<file path="config.mk">
export PLATFORM = sky130hd
export DESIGN_NAME = lane_unit
export DESIGN_NICKNAME = d
export VERILOG_FILES = /design/src/rtl/lane_unit.sv
export SDC_FILE = /design/constraint.sdc
export NUM_CORES = 1
export LEC_CHECK = 0
export CAP_MARGIN = 10
export CORE_MARGIN = 1
export CORE_UTILIZATION = 47
export DETAILED_ROUTE_END_ITERATION = 10
export PLACE_DENSITY = 0.75
export RECOVER_POWER = 50
export SYNTH_ARGS = -nofsm -noshare
export SYNTH_HDL_FRONTEND = slang
export SYNTH_SLANG_ARGS = --single-unit
export TNS_END_PERCENT = 10
</file>
<file path="constraint.sdc">
create_clock -name clk -period 2.4 [get_ports clk]
set_input_delay 0.72 -clock clk [delete_from_list [all_inputs] [get_ports clk]]
set_output_delay 0.72 -clock clk [all_outputs]
set_load 0.01 [all_outputs]
</file>
<file path="src/rtl/lane_unit.sv">
// Single lane unit: spawns on request, advances or attacks on move strobes,
// takes damage, and recycles through a timed DEAD state back to IDLE.
module lane_unit #(
  parameter int POS_W       = 9,
  parameter int DMG_W       = 8,
  parameter int DIR         = 0,
  parameter int START_POS   = (DIR == 0) ? 0 : (2**POS_W - 1),
  parameter int POWER1      = 'h20,
  parameter int POWER2      = 'h40,
  parameter int POWER3      = 'h80,
  parameter int HEALTH1     = 'hFF,
  parameter int HEALTH2     = 'hC0,
  parameter int HEALTH3     = 'h80,
  parameter int DEAD_CYCLES = 10
) (
  input  logic             clk,
  input  logic             reset,
  input  logic             spawn_req,
  input  logic [1:0]       spawn_type,
  output logic             spawn_ack,
  input  logic             move_scen,
  input  logic             damage_scen,
  input  logic [DMG_W-1:0] damage_in,
  input  logic [POS_W-1:0] unit_front,
  output logic [POS_W-1:0] position,
  output logic [DMG_W-1:0] damage_out,
  output logic [1:0]       unit_type,
  output logic [DMG_W-1:0] health,
  output logic             reached_base,
  output logic [3:0]       state_oh
);

  // state  | meaning
  // IDLE   | not fielded, waiting for a typed spawn request
  // DEPLOY | one cycle: load health/power/type, place at spawn point
  // ALIVE  | moving/attacking on move_scen, taking damage on damage_scen
  // DEAD   | dwell of DEAD_CYCLES clocks, all strobes ignored

  typedef enum logic [1:0] {
    S_IDLE   = 2'd0,
    S_DEPLOY = 2'd1,
    S_ALIVE  = 2'd2,
    S_DEAD   = 2'd3
  } state_t;

  localparam int CNT_W = (DEAD_CYCLES < 2) ? 1 : $clog2(DEAD_CYCLES);
  localparam logic [CNT_W-1:0] CNT_LOAD = CNT_W'(DEAD_CYCLES - 1);
  localparam logic [POS_W-1:0] START_P  = POS_W'(START_POS);
  localparam logic [POS_W-1:0] FAR_P    = (DIR == 0) ? '1 : '0;

  state_t           state, state_nxt;
  logic [1:0]       type_lat, type_lat_nxt;
  logic [DMG_W-1:0] power, power_nxt;
  logic [DMG_W-1:0] health_nxt, dmg_out_nxt;
  logic [POS_W-1:0] pos_nxt, step_pos;
  logic [1:0]       unit_type_nxt;
  logic [CNT_W-1:0] cnt, cnt_nxt;
  logic             ack_nxt, base_nxt;
  logic             lethal, can_advance;

  function automatic logic [DMG_W-1:0] type_health(input logic [1:0] t);
    case (t)
      2'd1:    type_health = DMG_W'(HEALTH1);
      2'd2:    type_health = DMG_W'(HEALTH2);
      2'd3:    type_health = DMG_W'(HEALTH3);
      default: type_health = '0;
    endcase
  endfunction

  function automatic logic [DMG_W-1:0] type_power(input logic [1:0] t);
    case (t)
      2'd1:    type_power = DMG_W'(POWER1);
      2'd2:    type_power = DMG_W'(POWER2);
      2'd3:    type_power = DMG_W'(POWER3);
      default: type_power = '0;
    endcase
  endfunction

  // Advancing is only allowed strictly toward the front, so step_pos never wraps.
  assign can_advance = (DIR == 0) ? (unit_front > position) : (unit_front < position);
  assign step_pos    = (DIR == 0) ? (position + 1'b1) : (position - 1'b1);
  assign lethal      = damage_scen && (damage_in >= health);

  always_ff @(posedge clk or posedge reset) begin
    if (reset) begin
      state        <= S_IDLE;
      type_lat     <= '0;
      power        <= '0;
      health       <= '0;
      damage_out   <= '0;
      position     <= START_P;
      unit_type    <= '0;
      cnt          <= '0;
      spawn_ack    <= 1'b0;
      reached_base <= 1'b0;
    end else begin
      state        <= state_nxt;
      type_lat     <= type_lat_nxt;
      power        <= power_nxt;
      health       <= health_nxt;
      damage_out   <= dmg_out_nxt;
      position     <= pos_nxt;
      unit_type    <= unit_type_nxt;
      cnt          <= cnt_nxt;
      spawn_ack    <= ack_nxt;
      reached_base <= base_nxt;
    end
  end

  always_comb begin
    state_nxt     = state;
    type_lat_nxt  = type_lat;
    power_nxt     = power;
    health_nxt    = health;
    dmg_out_nxt   = damage_out;
    pos_nxt       = position;
    unit_type_nxt = unit_type;
    cnt_nxt       = cnt;
    ack_nxt       = 1'b0;
    base_nxt      = 1'b0;

    case (state)
      S_IDLE: begin
        if (spawn_req && (spawn_type != 2'd0)) begin
          ack_nxt      = 1'b1;
          type_lat_nxt = spawn_type;
          state_nxt    = S_DEPLOY;
        end
      end

      S_DEPLOY: begin
        health_nxt    = type_health(type_lat);
        power_nxt     = type_power(type_lat);
        unit_type_nxt = type_lat;
        pos_nxt       = START_P;
        dmg_out_nxt   = '0;
        state_nxt     = S_ALIVE;
      end

      S_ALIVE: begin
        if (lethal) begin
          // Death takes priority over any coincident move or attack.
          health_nxt    = '0;
          unit_type_nxt = '0;
          dmg_out_nxt   = '0;
          cnt_nxt       = CNT_LOAD;
          state_nxt     = S_DEAD;
        end else begin
          if (damage_scen) begin
            health_nxt = health - damage_in;
          end
          if (move_scen) begin
            if (can_advance) begin
              pos_nxt     = step_pos;
              dmg_out_nxt = '0;
              if (step_pos == FAR_P) begin
                base_nxt      = 1'b1;
                unit_type_nxt = '0;
                cnt_nxt       = CNT_LOAD;
                state_nxt     = S_DEAD;
              end
            end else begin
              dmg_out_nxt = power;
            end
          end
        end
      end

      S_DEAD: begin
        if (cnt == '0) begin
          pos_nxt   = START_P;
          state_nxt = S_IDLE;
        end else begin
          cnt_nxt = cnt - 1'b1;
        end
      end

      default: state_nxt = S_IDLE;
    endcase
  end

  assign state_oh = {state == S_IDLE, state == S_DEPLOY, state == S_ALIVE, state == S_DEAD};

endmodule

</file>
; ---- Word-level counts from Yosys, hierarchy flattened
; Index checks and enable logic that the tools add are counted.
[op_classes]
n_mux = 39
n_lt_le_gt_ge = 2
n_reduce_logical = 15
n_eq_ne = 17
add_sub_neg = 3
[ops]
columns = operator, n
row1 = one-hot mux 8 bit (3 select lines), 2
row2 = two-way mux 8 bit, 5
row3 = two-way mux 9 bit, 4
row4 = one-hot mux 8 bit (2 select lines), 2
row5 = one-hot mux 9 bit (3 select lines), 1
row6 = two-way mux 2 bit, 10
row7 = two-way mux 4 bit, 5
row8 = AND reduction 5 bit, 3
row9 = "adder 9 x 1 -> 9 bit, second input constant", 1
row10 = "== test 9 bit, second input constant", 1
row11 = greater-than comparator 9 bit, 1
row12 = "== test 2 bit, second input constant", 4
row13 = greater-or-equal comparator 8 bit, 1
row14 = one-hot mux 2 bit (4 select lines), 1
row15 = one-hot mux 4 bit (2 select lines), 1
row16 = subtractor 8 bit, 1
row17 = two-way mux 1 bit, 7
row18 = "inequality test 2 x 1 -> 1 bit, second input constant", 3
row19 = "inequality test 2 bit, second input constant", 3
row20 = "inequality test 3 x 1 -> 1 bit, second input constant", 2
row21 = "inequality test 3 x 2 -> 1 bit, second input constant", 2
row22 = AND reduction 2 bit, 3
row23 = nonzero test 2 bit, 3
row24 = "== test 2 x 1 -> 1 bit, second input constant", 2
row25 = other kinds (7), 8
[totals]
inputBits = 24
output_inout_bits = 33
reg_bits = 45
elab_cells = 86

; ---- Logic depth before layout (Yosys ltp)
; Gate-level depths: netlist of run 1.
[logic_depth]
depth_word = 7
ltp_mapped = 11
depth_no_buf = 10

; ---- Least setup slack after synthesis of run 1
; OpenSTA, ideal clock, no wires.
[synth_path]
path_type = input-to-reg
start = input unit_front[8]
end = register position[5]
slack_ns = -0.378
n_path_buf = 1
t_required_ns = 2.273
path_stages = 8
setup_ns = 0.127
t_arrival_ns = 2.652
path_cell_list = ha_1 nand4_1 a211oi_1 a2111oi_2 or3_1 clkbuf_1 o311a_2 a221o_2
[synth_via]
elab_chain_cells = 3
[synth_lines]
columns = item, line
row1 = start: declaration, 24  ; input logic [POS_W-1:0] unit_front,
row2 = greater-than comparator 9 bit, 80  ; assign can_advance = (DIR == 0) ? (unit_front > position) : (unit_front < position);
row3 = inequality test 2 x 1 -> 1 bit (no source line), --
row4 = AND reduction 5 bit (no source line), --
row5 = end signal: assignment, 102  ; position <= pos_nxt;
row6 = end: declaration, 25  ; output logic [POS_W-1:0] position,
; No other way between the ends.
; A chain may end at the register's enable or synchronous reset.

; ---- Final worst setup path of run 1
[layout_path]
start = input unit_front[4]
end = register state[1]
[layout_via]
elab_chain_cells = 3
[layout_lines]
columns = item, line
row1 = greater-than comparator 9 bit, 80
row2 = inequality test 3 x 1 -> 1 bit (no source line), --
row3 = AND reduction 5 bit (no source line), --
row4 = end signal: assignment, 97  ; state <= state_nxt;
row5 = end: declaration, 51  ; state_t state, state_nxt;
; No other way between the ends.

==> results of run 1 <==
==> path summary, 6_finish.rpt <==
check                              startpoint  slack, ns             to  cells past startpoint
worst max register to register    position[5]      -0.03       state[1]                      8
worst min-delay path                 power[6]       0.50  damage_out[6]                      1
max in group asynchronous               reset       0.69   unit_type[0]                      3
min in group asynchronous               reset       1.14      health[7]                      3
worst max-delay path            unit_front[4]      -0.10       state[1]                      9
worst min register to register       power[6]       0.50  damage_out[6]                      1
==> worst max-delay path, stage by stage <==
cell,delay [ns]
dlygate4sd2_1,0.26
ha_4,0.29
nand2_2,0.08
a211oi_4,0.27
a2111oi_4,0.07
nand4bb_1,0.22
buf_6,0.16
a221oi_4,0.30
mux2_4,0.33
==> registers in the layout, summed over array words and instances (netlist names), 2 cells and up <==
name and flops:
position 9, health 8, cnt 4, damage_out 3, power 3, state 2
type_lat 2, unit_type 2
==> power groups by stage <==
stage               clock network, mW  registers (mW)  logic [mW]
floorplan                           0            1.00        1.49
global placement                    0           0.975        2.45
detailed placement                  0           0.985        2.51
CTS                             0.458           0.989        2.66
global route                    0.474            1.02        3.05
finish                          0.448           0.993        2.77
==> cells by family after synthesis <==
| logic type | Yosys count |
|---|---|
| fa+ha+maj | 30 |
| compound gates | 72 |
| flops | 35 |
| simple gates | 101 |
| buf+inv | 50 |
| other cells | 1 |
| mux | 7 |
| xor+xnor | 5 |
==> per-layer routing <==
layer	up-vias	GRT usage [%]	part of all wire [%]
li1	1271	-	-
met1	1291	35.1	45
met2	82	44.1	49
met3	12	5.53	4.7
met4	0	8.68	1.8
met5	-	0	0
==> layout make-up <==
class	count	area (µm²)
Clock buffer	5	68.8
Clock inverter	3	20.0
Fill cell	409	1470
Inverter	34	128
Multi-Input combinational cell	220	1940
Sequential cell	35	876
Tap cell	72	90.1
Timing Repair Buffer	106	915
==> cell usage after synthesis (4+ instances only) <==
| cell type | count |
|---|---|
| a221o_1 | 4 |
| a211oi_1 | 5 |
| buf_4 | 6 |
| nand2_1 | 24 |
| nor2_1 | 21 |
| ha_1 | 29 |
| inv_1 | 34 |
| nand3_1 | 13 |
| nor3_1 | 8 |
| a21oi_1 | 15 |
| dfrtp_1 | 35 |
| or3_1 | 4 |
| o211ai_1 | 6 |
| nor2b_1 | 6 |
| nand4_1 | 6 |
| o21ai_0 | 13 |
| clkbuf_1 | 6 |
==> per-stage QoR <==
stage	setup TNS [ns]	area [µm²]	total power, mW	setup WS, ns	utilization (%)
2_1_floorplan	-0.622	2890	2.50	-0.252	-
3_3_place_gp	-15.96	3750	3.42	-0.703	68.1
3_5_place_dp	-17.07	3750	3.50	-0.755	68.1
4_1_cts	-0.223	3970	4.11	-0.0638	72.1
5_1_grt	-0.624	4030	4.54	-0.174	73.3
6_report	-0.229	4030	4.21	-0.101	73.3
==> repair_timing <==
item | CTS | global route
endpoints found under the setup margin | 30 | 23
setup buffers | 7 | 0
pin swaps | 30 | 19
hold buffers | 0 | 0
resized for setup | 64 | 32
==> summary.md, run 1 <==
| Metric | Value |
|---|---|
| Largest fanout on the critical path | 4 |
| Max VDD drop | 0.748 mV |
| Leading area contributor after synthesis | dfrtp_1 |
| Die ar. | 0.00602 mm² |
| Asr flop ratio synth | 100% |
| Pwr/cell area | 1040 mW/mm² |
| I/O Buffers | 51 |
| Leading cell types in the layout, fill and taps excluded | buf_4, dfrtp_1, clkdlybuf4s50_1 |
| Warning count from the yosys run | 0 |
| EDFF count, synth | 0 |
| Post-DP HPWL | around 5500 µm |
| Reg clk slew, reported paths | 0.08 ns |
| Commonest non-fill, non-tap cell in the layout | buf_4 |
| Largest net degree at the start of global routing | 36 |
| Switching share of power | 43.4% |
| Antenna Cells | 0 |
| Setup ws final | -0.101 ns |
| Max_cap viols | 0 |
| Slew @ Worst Pin | a little over 0.9 ns |
| Initial DRC Count | 89 |
| Simple-gate portion of the synthesized area | 19.5% |
| Pleak | 1.72 nW |
| Syn Inst Count | 301 |
| Startpoint types | input pin |
| Max transition margin | 38.1% |
| Switching pwr | ~1.8 mW |
| Vias in the first global route | between 2000 and 3000 |
| Internal | 2.38 mW |
| Total vias in the final route | roughly 2700 |
| Synth top area share | 32.6% |
| Num CTS Buffers | 5 |
| Crit path DAT | 2.69 ns |
| Gr usage total | between 20% and 30% |
| Syn Std Cell Area | approximately 0.0027 mm² |
| Fin crit period | ~2.5 ns |
| Hold Crit Class | reg -> reg |
| Worst Path Required | 2.59 ns |
| Nets | 456 |
| Outcome | complete, but fails checks |
| Hold Fails Final Rpt | 0 |
| CTS root buffer | clkbuf_8 |
| Initial antenna violation count | 0 |
| Compound-Gate Fraction of Synth Area | 20.7% |
| Detailed-route vias per instance | 5.59 |
| Largest family of logic cells by synthesized area | compound AO/OA/AOI/OAI gates |
| CTS tree | done |
| Worst setup EP type | flop |
| Sequential-to-total area share from yosys stat | about a third |
| Area contributors post-synth | dfrtp_1, ha_1, inv_1 |
| Post-synthesis mux area share | 2.94% |
| Failing checks | negative setup slack |
| Count of cell types in the netlist | 62 |
| First-pass DRT Iterations | 4 |
| Placed Cells | 460 |
| Hold_ws | 0.500 ns |
| Critical path class | in -> reg |
| Achievable frequency | around 400 MHz |
| CTS Sinks | 35 |
| Final worst-path cycle share | 104% |
| Average wire per standard cell | between 15 and 20 µm |
| H-tree lvl count | 2 |
| Initial Util | 48.7% |
| Layout cell share with drive strength beyond 1 | 32.8% |
| IO Pins | 57 |
| Area delta synth->final | 50.3% |
| Clock share of power | 10.6% |
| Detail Route Antenna Nets | 0 |
| Fin. max-slew vios | 0 |
| Adder-Cell Fraction of Synth Area | 14.3% |
| FF+latch count, synth | 35 |
| Synth Flop Type | dfrtp_1 |
| Clock latency on the worst-skew pair | 0.30 ns |
| Flop pwr share | 23.6% |
| Logic pwr share | between 60% and 70% |
| Routability Congestion | about 0.9 |
| Die Width | around 78 µm |
| XOR/XNOR Fraction of Synth Area | between 1.5 and 2% |
| Core Region | around 0.0055 mm² |
| Row count | 27 |
| Syn_area_per_cell | 8.92 µm² |
| Routed Wire Length | around 7600 µm |
| RSZ-0062 raised after global routing | yes |
| Clk_skew | 0.00362 ns |
| Finished Layout Cells | 475 |
| Total gr overflow | 0 |
| Final Setup Violations | 3 |
| DIE HEIGHT | approximately 78 µm |
| # DRC | 0 |
| Deepest clock path buffer count | 2 |
| First-pass GRT wire length | approximately 13000 µm |
Power figures use the tool's default switching activity.
==> run 2: changes to the inputs <==
--- a/config.mk
+++ b/config.mk
@@ -7,9 +7,9 @@
 export LEC_CHECK = 0
 export CAP_MARGIN = 10
 export CORE_MARGIN = 1
-export CORE_UTILIZATION = 47
+export CORE_UTILIZATION = 40
 export DETAILED_ROUTE_END_ITERATION = 10
-export PLACE_DENSITY = 0.75
+export PLACE_DENSITY = 0.65
 export RECOVER_POWER = 50
 export SYNTH_ARGS = -nofsm -noshare
 export SYNTH_HDL_FRONTEND = slang
==> run 2 against run 1 <==
Compared with the run above: sequential share of layout area down 0.14 points; sequential power decreased by 2%; the flow finishes with violations (design-rule violations, negative setup slack); non-clock buffer count increased by 5; utilization shrank 10 points; critical path depth is 1 lower; critical path type unchanged; largest power group unchanged; count of clock-buffer cells in the layout did not move; largest cell class unchanged; register-to-register slack lost 0.06 ns; clock power grew 25%; worst setup slack better by 0.016 ns; via count decreased by 1.3%; power about the same; cell count up 2.1%.
==> summary.md, run 2 (synthesized netlist as in run 1, its figures left out) <==
| Metric | Value |
|---|---|
| Outcome | complete, but fails checks |
| Failing checks | design-rule violations, negative setup slack |
| Die Width | 83.9 µm (+8.2%) |
| Fin crit period | 2.49 ns (-0.0163 ns) |
| CTS root buffer | clkbuf_8 |
| Initial antenna violation count | 0 (unchanged) |
| Fin. max-slew vios | 0 (unchanged) |
| Slew @ Worst Pin | 0.942 ns (+0.0137 ns) |
| Seq. cell area | 877 µm² (+0.14%) |
| Largest net degree at the start of global routing | 36 (unchanged) |
| Antenna Cells | 0 (unchanged) |
| Crit path from | unit_front[4] |
| Hold_ws | 0.494 ns (-0.00610 ns) |
| DIE HEIGHT | 83.9 µm (+8.2%) |
| Hold Crit Class | reg -> reg |
| Worst Path Required | 2.58 ns (about the same) |
| Max transition margin | 37.2% (-0.91 points) |
| Clk_skew | 0.00938 ns (+0.00576 ns) |
| CTS tree | done |
| Hold path depth | 1 (unchanged) |
| Layout cell share with drive strength beyond 1 | 33.8% (+1.1 points) |
| Detail Route Antenna Nets | 0 (unchanged) |
| Row count | 29 (+7.4%) |
| Final Setup Violations | 3 (unchanged) |
| Total vias in the final route | 2621 (-1.3%) |
| # DRC | 8 (+8) |
| Final worst-path cycle share | 104% (-0.68 points) |
| R2r worst-path depth | 9 (+1) |
| Initial Util | 41.8% (-7.0 points) |
| Max_cap viols | 0 (unchanged) |
| Total gr overflow | 0 (unchanged) |
| CTS Sinks | 35 (unchanged) |
| Multi-input logic area | 0.00192 mm² (-0.84%) |
| IO Pins | 57 (unchanged) |
| Detailed-route vias per instance | 5.40 (-3.4%) |
| Hold Fails Final Rpt | 0 (unchanged) |
| H-tree lvl count | 2 (unchanged) |
| Biggest registers after layout | position: 9 flops, health: 8 flops, cnt: 4 flops |
| Routed Wire Length | 7290 µm (-4.4%) |
| Die ar. | 0.00704 mm² (+17%) |
| Reg clk slew, reported paths | 0.08 ns (about the same) |
| Initial DRC Count | 104 (+17%) |
| Routability Congestion | 0.880 (-1.9%) |
| Worst setup EP type | flop |
| First-pass DRT Iterations | 7 (+3) |
| Max VDD drop | 0.584 mV (-22%) |
| Commonest non-fill, non-tap cell in the layout | buf_4 |
| Register name with the most flops | position |
| Startpoint types | input pin |
| Post-DP HPWL | 5270 µm (-4.3%) |
| Pwr/cell area | 1040 mW/mm² (-0.75%) |
| Crit path DAT | 2.67 ns (-0.02 ns) |
| Largest fanout on the critical path | 4 (unchanged) |
| Setup ws final | -0.0851 ns (+0.0163 ns) |
| Max reg flops | 9 (unchanged) |
| Reg2reg start | position[8] |
| Area delta synth->final | 51.5% |
| Deepest clock path buffer count | 2 (unchanged) |
| Core Region | 0.00642 mm² (+17%) |
| Critical path class | in -> reg |
| Vias in the first global route | 2649 (-2.1%) |
| Num CTS Buffers | 5 (unchanged) |
| Clock latency on the worst-skew pair | 0.30 ns (about the same) |
| Pleak | 1.79 nW (+3.6%) |
| Post-layout util | 63.3% (-10 points) |
| Achievable frequency | 402 MHz (+0.66%) |
| I/O Buffers | 51 (unchanged) |
| Gr usage total | 21.9% (-4.9 points) |
| Leading cell types in the layout, fill and taps excluded | buf_4, dfrtp_1, clkdlybuf4s50_1 |
| First-pass GRT wire length | 12500 µm (-2.1%) |
| HP Start | power[6] |
| RSZ-0062 raised after global routing | yes |
| Nets | 461 (+1.1%) |
| Average wire per standard cell | 15.0 µm (-6.4%) |
| Fill count | 513 (+25%) |
==> run 2: stage by stage <==
step	TNS [ns]	instance area (µm²)	setup WS, ns	std cells	power (mW)
after floorplan	-0.622	2890	-0.252	305	2.50
after global placement	-16.34	3790	-0.770	468	3.44
after detailed placement	-17.06	3790	-0.798	468	3.48
after CTS	-0.191	4040	-0.0714	481	4.15
after global routing	-0.537	4070	-0.131	485	4.54
final	-0.125	4070	-0.0851	485	4.21
==> run 2: per-layer routing <==
layer | up-vias | share of wire (%) | global-route usage [%]
met5 | - | 0 | 0
met4 | 0 | 0.69 | 5.80
met3 | 5 | 4.2 | 3.86
met2 | 59 | 47 | 35.8
met1 | 1275 | 49 | 29.9
li1 | 1282 | - | -
==> run 2: power by group <==
part | switching (mW) | internal [mW] | leakage (nW) | total, mW
Sequential | 0.186 | 0.787 | 0.447 | 0.973
Clock | 0.250 | 0.310 | 0.0581 | 0.559
Combinational | 1.33 | 1.36 | 1.28 | 2.68
==> run 2: layout make-up <==
| class | instances | area share [%] |
|---|---|---|
| Inverter | 34 | 3.20 |
| Clock inverter | 3 | 1.08 |
| Tap cell | 77 | 2.37 |
| Multi-Input combinational cell | 220 | 47.2 |
| Sequential cell | 35 | 21.6 |
| Timing Repair Buffer | 111 | 22.8 |
| Clock buffer | 5 | 1.69 |
==> run 2: critical path, stage by stage <==
cell and delay (ns):
dlygate4sd2_1 0.26, ha_4 0.29, nand2_4 0.06, a211oi_4 0.25, a2111oi_4 0.08, or3_4 0.37
o311a_4 0.35, a221o_2 0.29
==> run 2: final timing paths <==
kind	end	slack, ns
worst max-delay path	position[5]	-0.09
worst min-delay path	damage_out[6]	0.49
worst max register to register	position[5]	-0.09
worst min register to register	damage_out[6]	0.49
max in group asynchronous	position[5]	0.62
min in group asynchronous	health[3]	1.14
==> run 2: repair_timing <==
action,4_1_cts,5_1_grt
gates resized for setup,67,23
hold endpoints to repair,0,0
setup buffers,5,5
setup endpoints to repair,29,24
pin swaps,27,23
hold buffers,0,0
==> run 3: changes to the inputs <==
--- a/config.mk
+++ b/config.mk
@@ -9,6 +9,7 @@
 export CORE_MARGIN = 1
 export CORE_UTILIZATION = 40
 export DETAILED_ROUTE_END_ITERATION = 10
+export GPL_ROUTABILITY_DRIVEN = 0
 export PLACE_DENSITY = 0.65
 export RECOVER_POWER = 50
 export SYNTH_ARGS = -nofsm -noshare
==> results of run 3 <==
Same layout as run 2: the final DEF is identical, and so are final timing and power.
